$ cat src/rtl/cell_draw_arbiter_if.sv
`default_nettype none
// ============================================================================
// Module      : cell_draw_arbiter_if
// Description : Bundle of the requester-side and VGA-side signals of
//               cell_draw_arbiter. Three requesters are packed bit-wise:
//               req[i], cell_x[3i+2:3i], cell_y[3i+2:3i], sel[2i+1:2i].
// Revision    : 1.0 - initial release
// ============================================================================
interface cell_draw_arbiter_if;
    logic [2:0] req;
    logic [8:0] cell_x;
    logic [8:0] cell_y;
    logic [5:0] sel;
    logic [2:0] grant;
    logic [2:0] ack;
    logic       busy;
    logic [7:0] x;
    logic [6:0] y;
    logic [2:0] colour;
    logic       plot;

    // Requesters plus the pixel sink (game logic / vga_adapter side)
    modport master (
        output req, cell_x, cell_y, sel,
        input  grant, ack, busy, x, y, colour, plot
    );

    // The arbiter itself
    modport slave (
        input  req, cell_x, cell_y, sel,
        output grant, ack, busy, x, y, colour, plot
    );
endinterface
`default_nettype wire

$ cat src/rtl/cell_draw_arbiter.sv
`default_nettype none
// ============================================================================
// Module      : cell_draw_arbiter
// Description : Shares the single VGA pixel-write port between three cell
//               drawing requesters. Each grant rasterises one
//               CELL_SIZE x CELL_SIZE cell, one pixel per cycle, px fastest.
//               Optional macro ARB_ROUND_ROBIN_EN selects round-robin
//               arbitration; otherwise fixed priority port 0 > 1 > 2.
// Revision    : 1.0 - initial release
// ============================================================================
module cell_draw_arbiter #(
    parameter int CELL_SIZE = 14,
    parameter int X_ORIGIN  = 24,
    parameter int Y_ORIGIN  = 4
) (
    input  logic                 clock,
    input  logic                 resetn,
    cell_draw_arbiter_if.slave   bus
);

    localparam logic [7:0] C_SIZE = 8'(CELL_SIZE);
    localparam logic [7:0] C_LAST = 8'(CELL_SIZE - 1);
    localparam logic [7:0] C_X0   = 8'(X_ORIGIN);
    localparam logic [7:0] C_Y0   = 8'(Y_ORIGIN);

    typedef enum logic [1:0] {
        S_IDLE = 2'd0,
        S_LOAD = 2'd1,
        S_DRAW = 2'd2,
        S_DONE = 2'd3
    } state_t;

    state_t     state_q,  state_d;
    logic [2:0] grant_q,  grant_d;
    logic [2:0] ack_q,    ack_d;
    logic [1:0] sel_q,    sel_d;
    logic [7:0] base_x_q, base_x_d;
    logic [7:0] base_y_q, base_y_d;
    logic [7:0] px_q,     px_d;
    logic [7:0] py_q,     py_d;
    logic [7:0] x_q,      x_d;
    logic [6:0] y_q,      y_d;
    logic [2:0] colour_q, colour_d;
    logic       plot_q,   plot_d;

    logic [2:0] w_winner;
    logic [1:0] w_gidx;
    logic [2:0] w_cell_x;
    logic [2:0] w_cell_y;
    logic [1:0] w_sel;
    logic [7:0] w_base_x;
    logic [7:0] w_base_y;
    logic       w_px_last;
    logic       w_py_last;
    logic [7:0] w_npx;
    logic [7:0] w_npy;

    // Fill colour for each draw kind
    function automatic logic [2:0] pix_colour(input logic [1:0] s);
        case (s)
            2'd0:    return 3'b010;
            2'd1:    return 3'b000;
            2'd2:    return 3'b111;
            default: return 3'b100;
        endcase
    endfunction

    // Cursor outlines write only the border ring; every other kind fills
    function automatic logic pix_plot(input logic [1:0] s,
                                      input logic [7:0] px,
                                      input logic [7:0] py);
        return (s != 2'd3) || (px == 8'd0) || (py == 8'd0) ||
               (px == C_LAST) || (py == C_LAST);
    endfunction

`ifdef ARB_ROUND_ROBIN_EN
    logic [1:0] rr_q, rr_d;

    // Rotating priority: scan from the pointer, lowest offset wins
    always_comb begin
        w_winner = 3'b000;
        for (int k = 2; k >= 0; k--) begin
            int idx;
            idx = int'(rr_q) + k;
            if (idx >= 3) idx = idx - 3;
            if (bus.req[idx]) w_winner = 3'b001 << idx;
        end
    end

    // Pointer moves just past the served port when its draw completes
    always_comb begin
        rr_d = rr_q;
        if (state_q == S_DONE) rr_d = (w_gidx == 2'd2) ? 2'd0 : w_gidx + 2'd1;
    end

    // Round-robin pointer register
    always_ff @(posedge clock) begin
        if (resetn) rr_q <= 2'd0;
        else        rr_q <= rr_d;
    end
`else
    // Fixed priority: port 0 beats port 1 beats port 2
    always_comb begin
        w_winner = 3'b000;
        if      (bus.req[0]) w_winner = 3'b001;
        else if (bus.req[1]) w_winner = 3'b010;
        else if (bus.req[2]) w_winner = 3'b100;
    end
`endif

    // Decode the one-hot grant and select the granted port's fields
    always_comb begin
        w_gidx = 2'd0;
        if (grant_q[1]) w_gidx = 2'd1;
        if (grant_q[2]) w_gidx = 2'd2;
        w_cell_x = bus.cell_x[3*w_gidx +: 3];
        w_cell_y = bus.cell_y[3*w_gidx +: 3];
        w_sel    = bus.sel[2*w_gidx +: 2];
        w_base_x = C_X0 + ({5'd0, w_cell_x} * C_SIZE);
        w_base_y = C_Y0 + ({5'd0, w_cell_y} * C_SIZE);
    end

    // Raster counter stepping: px wraps to 0 and bumps py at the row end
    always_comb begin
        w_px_last = (px_q == C_LAST);
        w_py_last = (py_q == C_LAST);
        w_npx     = w_px_last ? 8'd0 : px_q + 8'd1;
        w_npy     = w_px_last ? py_q + 8'd1 : py_q;
    end

    // Next-state and registered pixel output computation
    always_comb begin
        state_d  = state_q;
        grant_d  = grant_q;
        ack_d    = 3'b000;
        sel_d    = sel_q;
        base_x_d = base_x_q;
        base_y_d = base_y_q;
        px_d     = px_q;
        py_d     = py_q;
        x_d      = x_q;
        y_d      = y_q;
        colour_d = colour_q;
        plot_d   = 1'b0;
        case (state_q)
            S_IDLE: begin
                if (|bus.req) begin
                    grant_d = w_winner;
                    state_d = S_LOAD;
                end
            end
            S_LOAD: begin
                // Pixel (0,0) is staged here so DRAW outputs are valid
                // from its first cycle
                sel_d    = w_sel;
                base_x_d = w_base_x;
                base_y_d = w_base_y;
                px_d     = 8'd0;
                py_d     = 8'd0;
                x_d      = w_base_x;
                y_d      = w_base_y[6:0];
                colour_d = pix_colour(w_sel);
                plot_d   = pix_plot(w_sel, 8'd0, 8'd0);
                state_d  = S_DRAW;
            end
            S_DRAW: begin
                if (w_px_last && w_py_last) begin
                    ack_d   = grant_q;
                    state_d = S_DONE;
                end else begin
                    px_d   = w_npx;
                    py_d   = w_npy;
                    x_d    = base_x_q + w_npx;
                    y_d    = 7'(base_y_q + w_npy);
                    plot_d = pix_plot(sel_q, w_npx, w_npy);
                end
            end
            S_DONE: begin
                grant_d = 3'b000;
                state_d = S_IDLE;
            end
            default: state_d = S_IDLE;
        endcase
    end

    // State and datapath registers; reset aborts any draw immediately
    always_ff @(posedge clock) begin
        if (resetn) begin
            state_q  <= S_IDLE;
            grant_q  <= 3'b000;
            ack_q    <= 3'b000;
            sel_q    <= 2'd0;
            base_x_q <= 8'd0;
            base_y_q <= 8'd0;
            px_q     <= 8'd0;
            py_q     <= 8'd0;
            x_q      <= 8'd0;
            y_q      <= 7'd0;
            colour_q <= 3'd0;
            plot_q   <= 1'b0;
        end else begin
            state_q  <= state_d;
            grant_q  <= grant_d;
            ack_q    <= ack_d;
            sel_q    <= sel_d;
            base_x_q <= base_x_d;
            base_y_q <= base_y_d;
            px_q     <= px_d;
            py_q     <= py_d;
            x_q      <= x_d;
            y_q      <= y_d;
            colour_q <= colour_d;
            plot_q   <= plot_d;
        end
    end

    assign bus.grant  = grant_q;
    assign bus.ack    = ack_q;
    assign bus.busy   = (state_q != S_IDLE);
    assign bus.x      = x_q;
    assign bus.y      = y_q;
    assign bus.colour = colour_q;
    assign bus.plot   = plot_q;

endmodule
`default_nettype wire

$ cat src/flat_wrapper.sv
// flat-port wrapper written by rule: the top's interface ports become plain ports
module cell_draw_arbiter_flat 
#(
    parameter int CELL_SIZE = 14,
    parameter int X_ORIGIN  = 24,
    parameter int Y_ORIGIN  = 4
)
  (clock, resetn, bus_req, bus_cell_x, bus_cell_y, bus_sel, bus_grant, bus_ack, bus_busy, bus_x, bus_y, bus_colour, bus_plot);
  cell_draw_arbiter_if bus_i ();
  input  logic clock;
  input  logic resetn;
  input wire logic [$bits(bus_i.req)-1:0] bus_req;
  input wire logic [$bits(bus_i.cell_x)-1:0] bus_cell_x;
  input wire logic [$bits(bus_i.cell_y)-1:0] bus_cell_y;
  input wire logic [$bits(bus_i.sel)-1:0] bus_sel;
  output wire logic [$bits(bus_i.grant)-1:0] bus_grant;
  output wire logic [$bits(bus_i.ack)-1:0] bus_ack;
  output wire logic [$bits(bus_i.busy)-1:0] bus_busy;
  output wire logic [$bits(bus_i.x)-1:0] bus_x;
  output wire logic [$bits(bus_i.y)-1:0] bus_y;
  output wire logic [$bits(bus_i.colour)-1:0] bus_colour;
  output wire logic [$bits(bus_i.plot)-1:0] bus_plot;
  assign bus_i.req = bus_req;
  assign bus_i.cell_x = bus_cell_x;
  assign bus_i.cell_y = bus_cell_y;
  assign bus_i.sel = bus_sel;
  assign bus_grant = bus_i.grant;
  assign bus_ack = bus_i.ack;
  assign bus_busy = bus_i.busy;
  assign bus_x = bus_i.x;
  assign bus_y = bus_i.y;
  assign bus_colour = bus_i.colour;
  assign bus_plot = bus_i.plot;
  cell_draw_arbiter #(.CELL_SIZE(CELL_SIZE), .X_ORIGIN(X_ORIGIN), .Y_ORIGIN(Y_ORIGIN)) u_core (.clock(clock), .resetn(resetn), .bus(bus_i));
endmodule
$ cat config.mk
export PLATFORM = sky130hd
export DESIGN_NAME = cell_draw_arbiter_flat
export DESIGN_NICKNAME = d
export VERILOG_FILES = /design/src/rtl/cell_draw_arbiter_if.sv /design/src/rtl/cell_draw_arbiter.sv /design/src/flat_wrapper.sv
export SDC_FILE = /design/constraint.sdc
export NUM_CORES = 1
export LEC_CHECK = 0
export ABC_CLOCK_PERIOD_IN_PS = 8800
export BUFFER_PORTS_ARGS = -buffer_cell sky130_fd_sc_hd__buf_4
export CORE_MARGIN = 5
export CORE_UTILIZATION = 30
export CTS_CLUSTER_DIAMETER = 120
export DETAILED_ROUTE_END_ITERATION = 10
export PLACE_DENSITY = 0.57
export SLEW_MARGIN = 20
export SYNTH_ARGS = -nofsm -noshare
export SYNTH_HDL_FRONTEND = slang
export SYNTH_SLANG_ARGS = --single-unit
$ cat constraint.sdc
create_clock -name clock -period 8.8 [get_ports clock]
set_input_delay 1.32 -clock clock [delete_from_list [all_inputs] [get_ports clock]]
set_output_delay 1.32 -clock clock [all_outputs]
set_load 0.02 [all_outputs]
# Yosys cells after proc, flatten, opt, wreduce, memory -nomap -nowiden
# Index checks and enable logic that the tools add are counted.
[word_totals]
wordCells = 79
register_bits = 60
in_bits = 29
[classes]
n_bitwise = 2
add_sub_neg = 6
n_reduce_logical = 17
shifts = 3
n_mux = 23
n_eq_ne = 13
mul = 3
[ops]
columns = ["operator", "count"]
rows = [
  ["$pmux 8 s2", 3],
  ["$mux 8", 5],
  ["$eq 8x4->1 const B", 4],
  ["$shiftx 9x5->3", 2],
  ["$add 8x1->8 const B", 2],
  ["$logic_not 8->1", 2],
  ["$pmux 7 s2", 1],
  ["$mul 3x3->6 const B", 2],
  ["$mux 3", 4],
  ["$pmux 3 s3", 1],
  ["$add 5x7->8 const A", 1],
  ["$add 8x8->8", 1],
  ["$pmux 2 s4", 1],
  ["$add 3x7->7 const A", 1],
  ["$add 7x7->7", 1],
  ["$mux 7", 1],
  ["$eq 2x2->1 const B", 3],
  ["$mux 2", 3],
  ["$pmux 3 s2", 1],
  ["$reduce_and 2->1", 3],
  ["$reduce_bool 2->1", 3],
  ["$reduce_or 3->1", 2],
  ["$shiftx 6x4->2", 1],
  ["$eq 2x1->1 const B", 2],
  ["other kinds (9)", 17],
]

# Logic depth before layout (Yosys ltp)
# Gate-level depths: netlist (run 1).
[depth]
word_depth = 9
ltp_mapped = 16
ltp_nobuf = 14

# Worst setup path before layout (run 1)
# OpenSTA, ideal clock, no wires.
[synth_timing]
kind = "input -> register"
from = "input bus_cell_x[4]"
to = "register u_core.x_q[6] (netlist: u_core.bus.x[6])"
setup_slack_ns = 4.763
required_ns = 8.722
arrival_ns = 3.959
setup_ns = 0.078
path_buffers = 0
stages = 11
path_cell_list = "mux2i_1 o21ai_0 fa_1 ha_1 fa_1 xnor2_1 o21ai_0 xor2_1 o21ai_0 a21oi_1 nor3_1"
[synth_via]
elab_chain_cells = 4
[synth_lines]
columns = ["element", "line_no", "rtl"]
rows = [
  ["start, declared", "flat_wrapper.sv:13", "input wire logic [$bits(bus_i.cell_x)-1:0] bus_cell_x;"],
  ["$shiftx 9x5->3", "cell_draw_arbiter.sv:116", "w_cell_x = bus.cell_x[3*w_gidx +: 3];"],
  ["$mul 3x3->6", "cell_draw_arbiter.sv:119", "w_base_x = C_X0 + ({5'd0, w_cell_x} * C_SIZE);"],
  ["$add 5x7->8", "cell_draw_arbiter.sv:119", ""],
  ["$pmux 8 s2", "cell_draw_arbiter.sv:145", "case (state_q)"],
  ["end signal, assigned", "cell_draw_arbiter.sv:197", "x_q <= 8'd0;"],
  ["end signal, assigned", "cell_draw_arbiter.sv:210", "x_q <= x_d;"],
  ["end, declared", "cell_draw_arbiter.sv:41", "logic [7:0] x_q, x_d;"],
]
# Every way passes these cells.
# A chain may end at the register's enable or synchronous reset.

# Worst setup path after layout (run 1)
[layout_timing]
from = "input bus_cell_y[5]"
to = "register u_core.y_q[6] (netlist: u_core.bus.y[6])"
[layout_via]
elab_chain_cells = 4
[layout_lines]
columns = ["element", "line_no", "rtl"]
rows = [
  ["start, declared", "flat_wrapper.sv:14", "input wire logic [$bits(bus_i.cell_y)-1:0] bus_cell_y;"],
  ["$shiftx 9x5->3", "cell_draw_arbiter.sv:117", "w_cell_y = bus.cell_y[3*w_gidx +: 3];"],
  ["$mul 3x3->6", "cell_draw_arbiter.sv:120", "w_base_y = C_Y0 + ({5'd0, w_cell_y} * C_SIZE);"],
  ["$add 3x7->7", "cell_draw_arbiter.sv:120", ""],
  ["$pmux 7 s2", "cell_draw_arbiter.sv:145", ""],
  ["end signal, assigned", "cell_draw_arbiter.sv:211", "y_q <= y_d;"],
  ["end, declared", "cell_draw_arbiter.sv:42", "logic [6:0] y_q, y_d;"],
]
# Every way passes these cells.

==> impl_metrics.toml, run 1 <==
[layout]
drive_gt1_frac = 0.1420
n_fill_cell = 1332
area_growth_syn_to_layout_pct = 15.93
antenna_cells = 0
final_nets = 576
utilization = 0.3572

[placement]
dpl.hpwl_um = 7138
place.gp.congestion = 0.8202
dp_slack_ps = 4348
io_buffers = 54

[synth]
netlist_instances = 475
synth_seq_cells = 56
synth-compound-area-share = 0.1952
syn_avg_cell_area_um2 = 8.218
synth_xor_area_frac = 0.05609
synth_warnings = 0
syn-cell-area_um2 = 3904
synth_top_family_by_area = "simple AND/OR/NAND/NOR gates"
synth-adder-area-share = 0.1468
synth_nets = 545
synth_simple_gate_area_share = 0.2131
synth_edf_count = 0
synthFlopType = "dfxtp_1"
synthArstFlopShare = 0
yosysSeqAreaShare = 0.2872
synthDistinctLibCells = 58
muxShareOfSynthArea = 0.04135

[drt]
vias = 3389
vias_per_cell = 4.991
drc = 0
wl_per_cell_um = 14.15
ant_nets = 0
finalWirelength_um = 9605
drt-initial-drc-count = 168
firstDrtPassIters = 4

[worst_setup_path]
path_cells = "buf_4 > mux2i_1 > o21ai_0 > fa_1 > inv_1 > ha_1 > inv_1 > fa_1 > nor4b_1 > a21oi_1 > o2bb2ai_1 > nor3_1 > or3_1 > a31oi_1"
critPathSlowestCell = "fa_1"
arrival_ps = 4390
cp_max_fo = 5
critical_path_class = "in2reg"
critPathMaxStageDelay_ps = 520
path_delay_family = "adder cells"
crit_required_ps = 9020
start_kind = "primary input"
crit_buf_inv = 3
end_kind = "flop"

[clock_tree]
path_clk_slew_ps = 70
clkLatencyLatePin_ps = 300
cts_tree = "built"
holdBufCountCts = 0
ctsResizeCount = 0
clockRootBuffer = "clkbuf_16"
cts_buffer_depth = 2
cts.sinks = 56
htree_num_levels = 2
cts-buffers-inserted = 5
post-cts-setup-buffer-count = 0

[timing]
rsz0062_at_grt = "false"
setup-tns-final_ps = 0
hold_violations = 0
worst_slack_ps = 4629
slew_violations = 0
setup_viol = 0
clock_skew_ps = 6.051
tightestPinTransition_ps = 964.9
post-route-period-util = 0.4740
fmax_mhz = 239.8
slew-limit-headroom = 0.3567
final.min_clock_period_ps = 4171

[die]
rows = 41
coreArea_um2 = 12670
die_area_um2 = 15390
die_y_um = 124.1
ioPinCount = 55
die_w_um = 124.1
start_util = 0.3081

[grt]
antenna_found_initial = 0
grt_max_degree = 55
grtUsageTotal = 0.1290
grt_pass1_vias = 3179
grt.overflow.total = 0
grt_pass1_wl_um = 15790

[flow_run]
drv_cap = 0

[power]
power_mw = 1.210
p_per_area_nw_per_um2 = 267.4
p_leak_nw = 1.889
peakVddDrop_mv = 0.1217

[hold_path]
hold_class = "reg2reg"

[outcome]
run_status = "complete, no violations"
## through the flow
stage / hold slack [ps] / area (um2) / cells
after CTS: 465.5 / 4526 / 679
final: 461.4 / 4526 / 679
after global routing: 506.3 / 4526 / 679
after global placement: 450.2 / 4375 / 671
after detailed placement: 453.0 / 4375 / 671
after floorplan: 436.4 / 3904 / 475
## synthesized netlist by cell type (all sizes together) (6+ instances only)
master | count | area [um2]
a211oi | 21 | 162.6
a21o | 6 | 45.04
a21oi | 36 | 180.2
a22oi | 6 | 45.04
and2 | 8 | 52.55
buf | 12 | 81.32
clkbuf | 18 | 67.56
dfxtp | 56 | 1121
fa | 8 | 160.2
ha | 33 | 412.9
inv | 23 | 86.33
mux2i | 15 | 150.1
nand2 | 34 | 130.1
nand3 | 6 | 30.03
nor2 | 66 | 247.7
nor3 | 19 | 95.09
o21ai | 21 | 108.9
xnor2 | 18 | 157.7
xor2 | 7 | 61.31
## area by class of cell
cell class                      instances  area (um2)  area share
Timing Repair Buffer                   54       405.4     0.08958
Sequential cell                        56        1121      0.2477
Clock buffer                            7       142.6     0.03152
Clock inverter                          1       7.507    0.001659
Inverter                               23       86.33     0.01908
Multi-Input combinational cell        366        2547      0.5629
Tap cell                              172       215.2     0.04755
## kinds of logic after synthesis
group / Yosys count
and+or+nand+nor: 168
AOI/OAI and AO/OA: 116
DFF: 56
buffers and inverters: 53
adders and majority gates: 41
xor gates and xnor gates: 25
muxes: 16
## state kept, by name, indices dropped and copies added, names as in the netlist
register           flops
u_core.bus.y           7
u_core.py_q            7
u_core.sel_q           2
u_core.bus.plot        1
u_core.state_q         2
u_core.px_q            7
u_core.base_y_q        6
u_core.bus.grant       3
u_core.bus.colour      3
u_core.bus.x           8
u_core.bus.ack         3
u_core.base_x_q        7
## tightest hold or removal path, cell delays in order, from the launching register on
cell and delay, ps:
dfxtp_1 310, nand2_1 50, a21oi_1 50
## final timing paths
kind	startpoint	end	slack (ps)	depth (start not counted)
worst max-delay path	bus_cell_y[5]	u_core.bus.y[6]	4630	14
worst max register to register	u_core.bus.grant[1]	u_core.bus.y[6]	4950	13
worst min register to register	u_core.bus.y[4]	u_core.bus.y[4]	460	2
worst min-delay path	u_core.bus.y[4]	u_core.bus.y[4]	460	2
## layer usage
| metal | track usage | routed length (um) | vias to the layer above |
|---|---|---|---|
| li1 | - | - | 1735 |
| met1 | 0.1769 | 4558 | 1589 |
| met2 | 0.2098 | 4502 | 59 |
| met3 | 0.02452 | 450 | 6 |
| met4 | 0.03080 | 93 | 0 |
| met5 | 0 | 0 | - |
## where the power goes
| group | internal [mW] | switching, mW |
|---|---|---|
| registers | 0.317 | 0.0454 |
| logic | 0.253 | 0.389 |
| clock network | 0.114 | 0.0919 |
## layout by cell type, fill, tap and decap left out, types with 2 or more instances in the layout
master / instances
nor2_1: 66
dfxtp_1: 56
buf_4: 54
a21oi_1: 36
nand2_1: 33
ha_1: 33
inv_1: 23
o21ai_0: 20
a211oi_1: 20
nor3_1: 19
xnor2_1: 18
mux2i_1: 15
fa_1: 8
and2_1: 7
xor2_1: 7
nand3_1: 6
a21o_1: 6
a22oi_1: 6
nor4_1: 5
clkbuf_16: 5
o21a_1: 4
and3_1: 4
nand4_1: 4
nor2b_1: 4
a31oi_1: 4
nand2b_1: 4
o21bai_1: 4
a32oi_1: 3
and3b_1: 2
nor3b_1: 2
nand3b_1: 2
(Power assumes the default switching activity.)
==> inputs of run 2 (changes only) <==
Settings changed: ABC_CLOCK_PERIOD_IN_PS 8800 to 4200.
Clock period 8.8 ns to 4.2 ns, I/O delays scaled along.
==> run 2 against run 1 <==
Critical path type is now reg2reg. Global-route usage is 0.12 points lower. Clock power rose by 130%. Highest routed layer unchanged. Total power up 110%.
==> impl_metrics.toml, run 2 (same netlist as run 1, synthesis figures left out) <==
[grt]
antenna_found_initial = 0
grt_pass1_vias = 3296
grt.overflow.total = 0
grtUsageTotal = 0.1278
grt_max_degree = 55
grt_pass1_wl_um = 15750

[drt]
finalWirelength_um = 9486
wl_per_cell_um = 13.91
drt-initial-drc-count = 171
ant_nets = 0
vias_per_cell = 5.004
firstDrtPassIters = 4
drc = 0
vias = 3413

[die]
rows = 41
ioPinCount = 55
die_w_um = 124.1
die_area_um2 = 15390
coreArea_um2 = 12670
die_y_um = 124.1
start_util = 0.3081

[worst_setup_path]
crit_required_ps = 4430
crit_buf_inv = 2
critical_path_class = "reg2reg"
critPathSlowestCell = "dfxtp_1"
end_kind = "flop"
cp_max_fo = 11
arrival_ps = 4010
critPathMaxStageDelay_ps = 670
path_delay_family = "adder cells"
path_cells = "mux2i_1 > o21ai_0 > fa_1 > inv_1 > ha_1 > inv_1 > fa_1 > nor4b_1 > a21oi_1 > o2bb2ai_1 > nor3_1 > or3_1 > a31oi_1"
start_kind = "flop"

[clock_tree]
ctsResizeCount = 0
clockRootBuffer = "clkbuf_16"
post-cts-setup-buffer-count = 0
cts_buffer_depth = 2
cts-buffers-inserted = 5
htree_num_levels = 2
cts_tree = "built"
path_clk_slew_ps = 70
clkLatencyLatePin_ps = 300
holdBufCountCts = 0
cts.sinks = 56

[power]
p_per_area_nw_per_um2 = 565.5
p_leak_nw = 1.915
p_sw_mw = 1.100
pwr-share-seq = 0.292
switching_share = 0.4266
share_comb_of_total_power = 0.523
peakVddDrop_mv = 0.2208
power_mw = 2.580
intPower_mw = 1.479
clkPwrFrac = 0.186

[hold_path]
hold_class = "reg2reg"

[layout]
drive_gt1_frac = 0.1471
final_nets = 579
stdcell_count = 682
n_fill_cell = 1309
final_common_cell = "nor2_1"
area_growth_syn_to_layout_pct = 16.86
largest_register_ffs = 8
utilization = 0.3600
layout_common_cells = "nor2_1, buf_4, dfxtp_1, a21oi_1"
antenna_cells = 0

[outcome]
run_status = "complete, no violations"

[placement]
io_buffers = 54
place.gp.congestion = 0.8458
dp.cells = 674
dpl.hpwl_um = 7089

[timing]
slew-limit-headroom = 0.3757
post-route-period-util = 0.9010
setup-tns-final_ps = 0
hold_slack_ps = 462.2
setup_viol = 0
slew_violations = 0
clock_skew_ps = 7.329
fmax_mhz = 264.3
hold_violations = 0
tightestPinTransition_ps = 936.5
rsz0062_at_grt = "false"
final.min_clock_period_ps = 3784

[flow_run]
drv_cap = 0
run 2: cell count changes in the layout (fill, tap and decap cells not counted), sizes merged:
cell and delta:
bufinv +1, clkbuf -1, buf +3, clkinv +1, clkinvlp -1
run 2: worst min-delay path: cells and delay by family, from the launching register on:
| family | cells | cell delay, ps |
|---|---|---|
| simple gates | 1 | 50 |
| compound gates | 1 | 50 |
| flops | 1 | 310 |
run 2: metal layers:
metal  routed length (um)  share of wire  track usage
met5                    0              0            0
met4                  131          0.014      0.03833
met3                  501          0.053      0.02407
met2                 4430           0.47       0.2125
met1                 4421           0.47       0.1682
run 2: path summary, 6_finish.rpt:
kind	start	to	slack, ps	cells past startpoint
setup / recovery	u_core.bus.grant[1]	u_core.bus.y[6]	420	13
hold / removal	u_core.bus.y[4]	u_core.bus.y[4]	460	2
setup reg to reg	u_core.bus.grant[1]	u_core.bus.y[6]	420	13
hold reg to reg	u_core.bus.y[4]	u_core.bus.y[4]	460	2
run 2: cell type report:
class	count	area, um2	area share
multi-input cells	366	2547	0.5584
flip-flops and latches	56	1121	0.2457
repair buffers	57	427.9	0.09380
well taps	172	215.2	0.04717
clock buffers	6	128.9	0.02825
inverters	23	86.33	0.01892
clock inverters	2	35.03	0.007680
run 2: power by group through the flow:
stage	clock network [mW]	registers (mW)	logic [mW]
2_1_floorplan	0	0.820	0.937
3_3_place_gp	0	0.762	1.34
3_5_place_dp	0	0.766	1.36
4_1_cts	0.491	0.756	1.37
5_1_grt	0.517	0.776	1.53
6_report	0.479	0.752	1.35
run 2: stage by stage:
step,area (um2),setup WS (ps)
floorplan,3904,569.0
global placement,4398,590.3
detailed placement,4398,444.7
CTS,4562,400.5
global route,4562,68.49
finish,4562,415.7
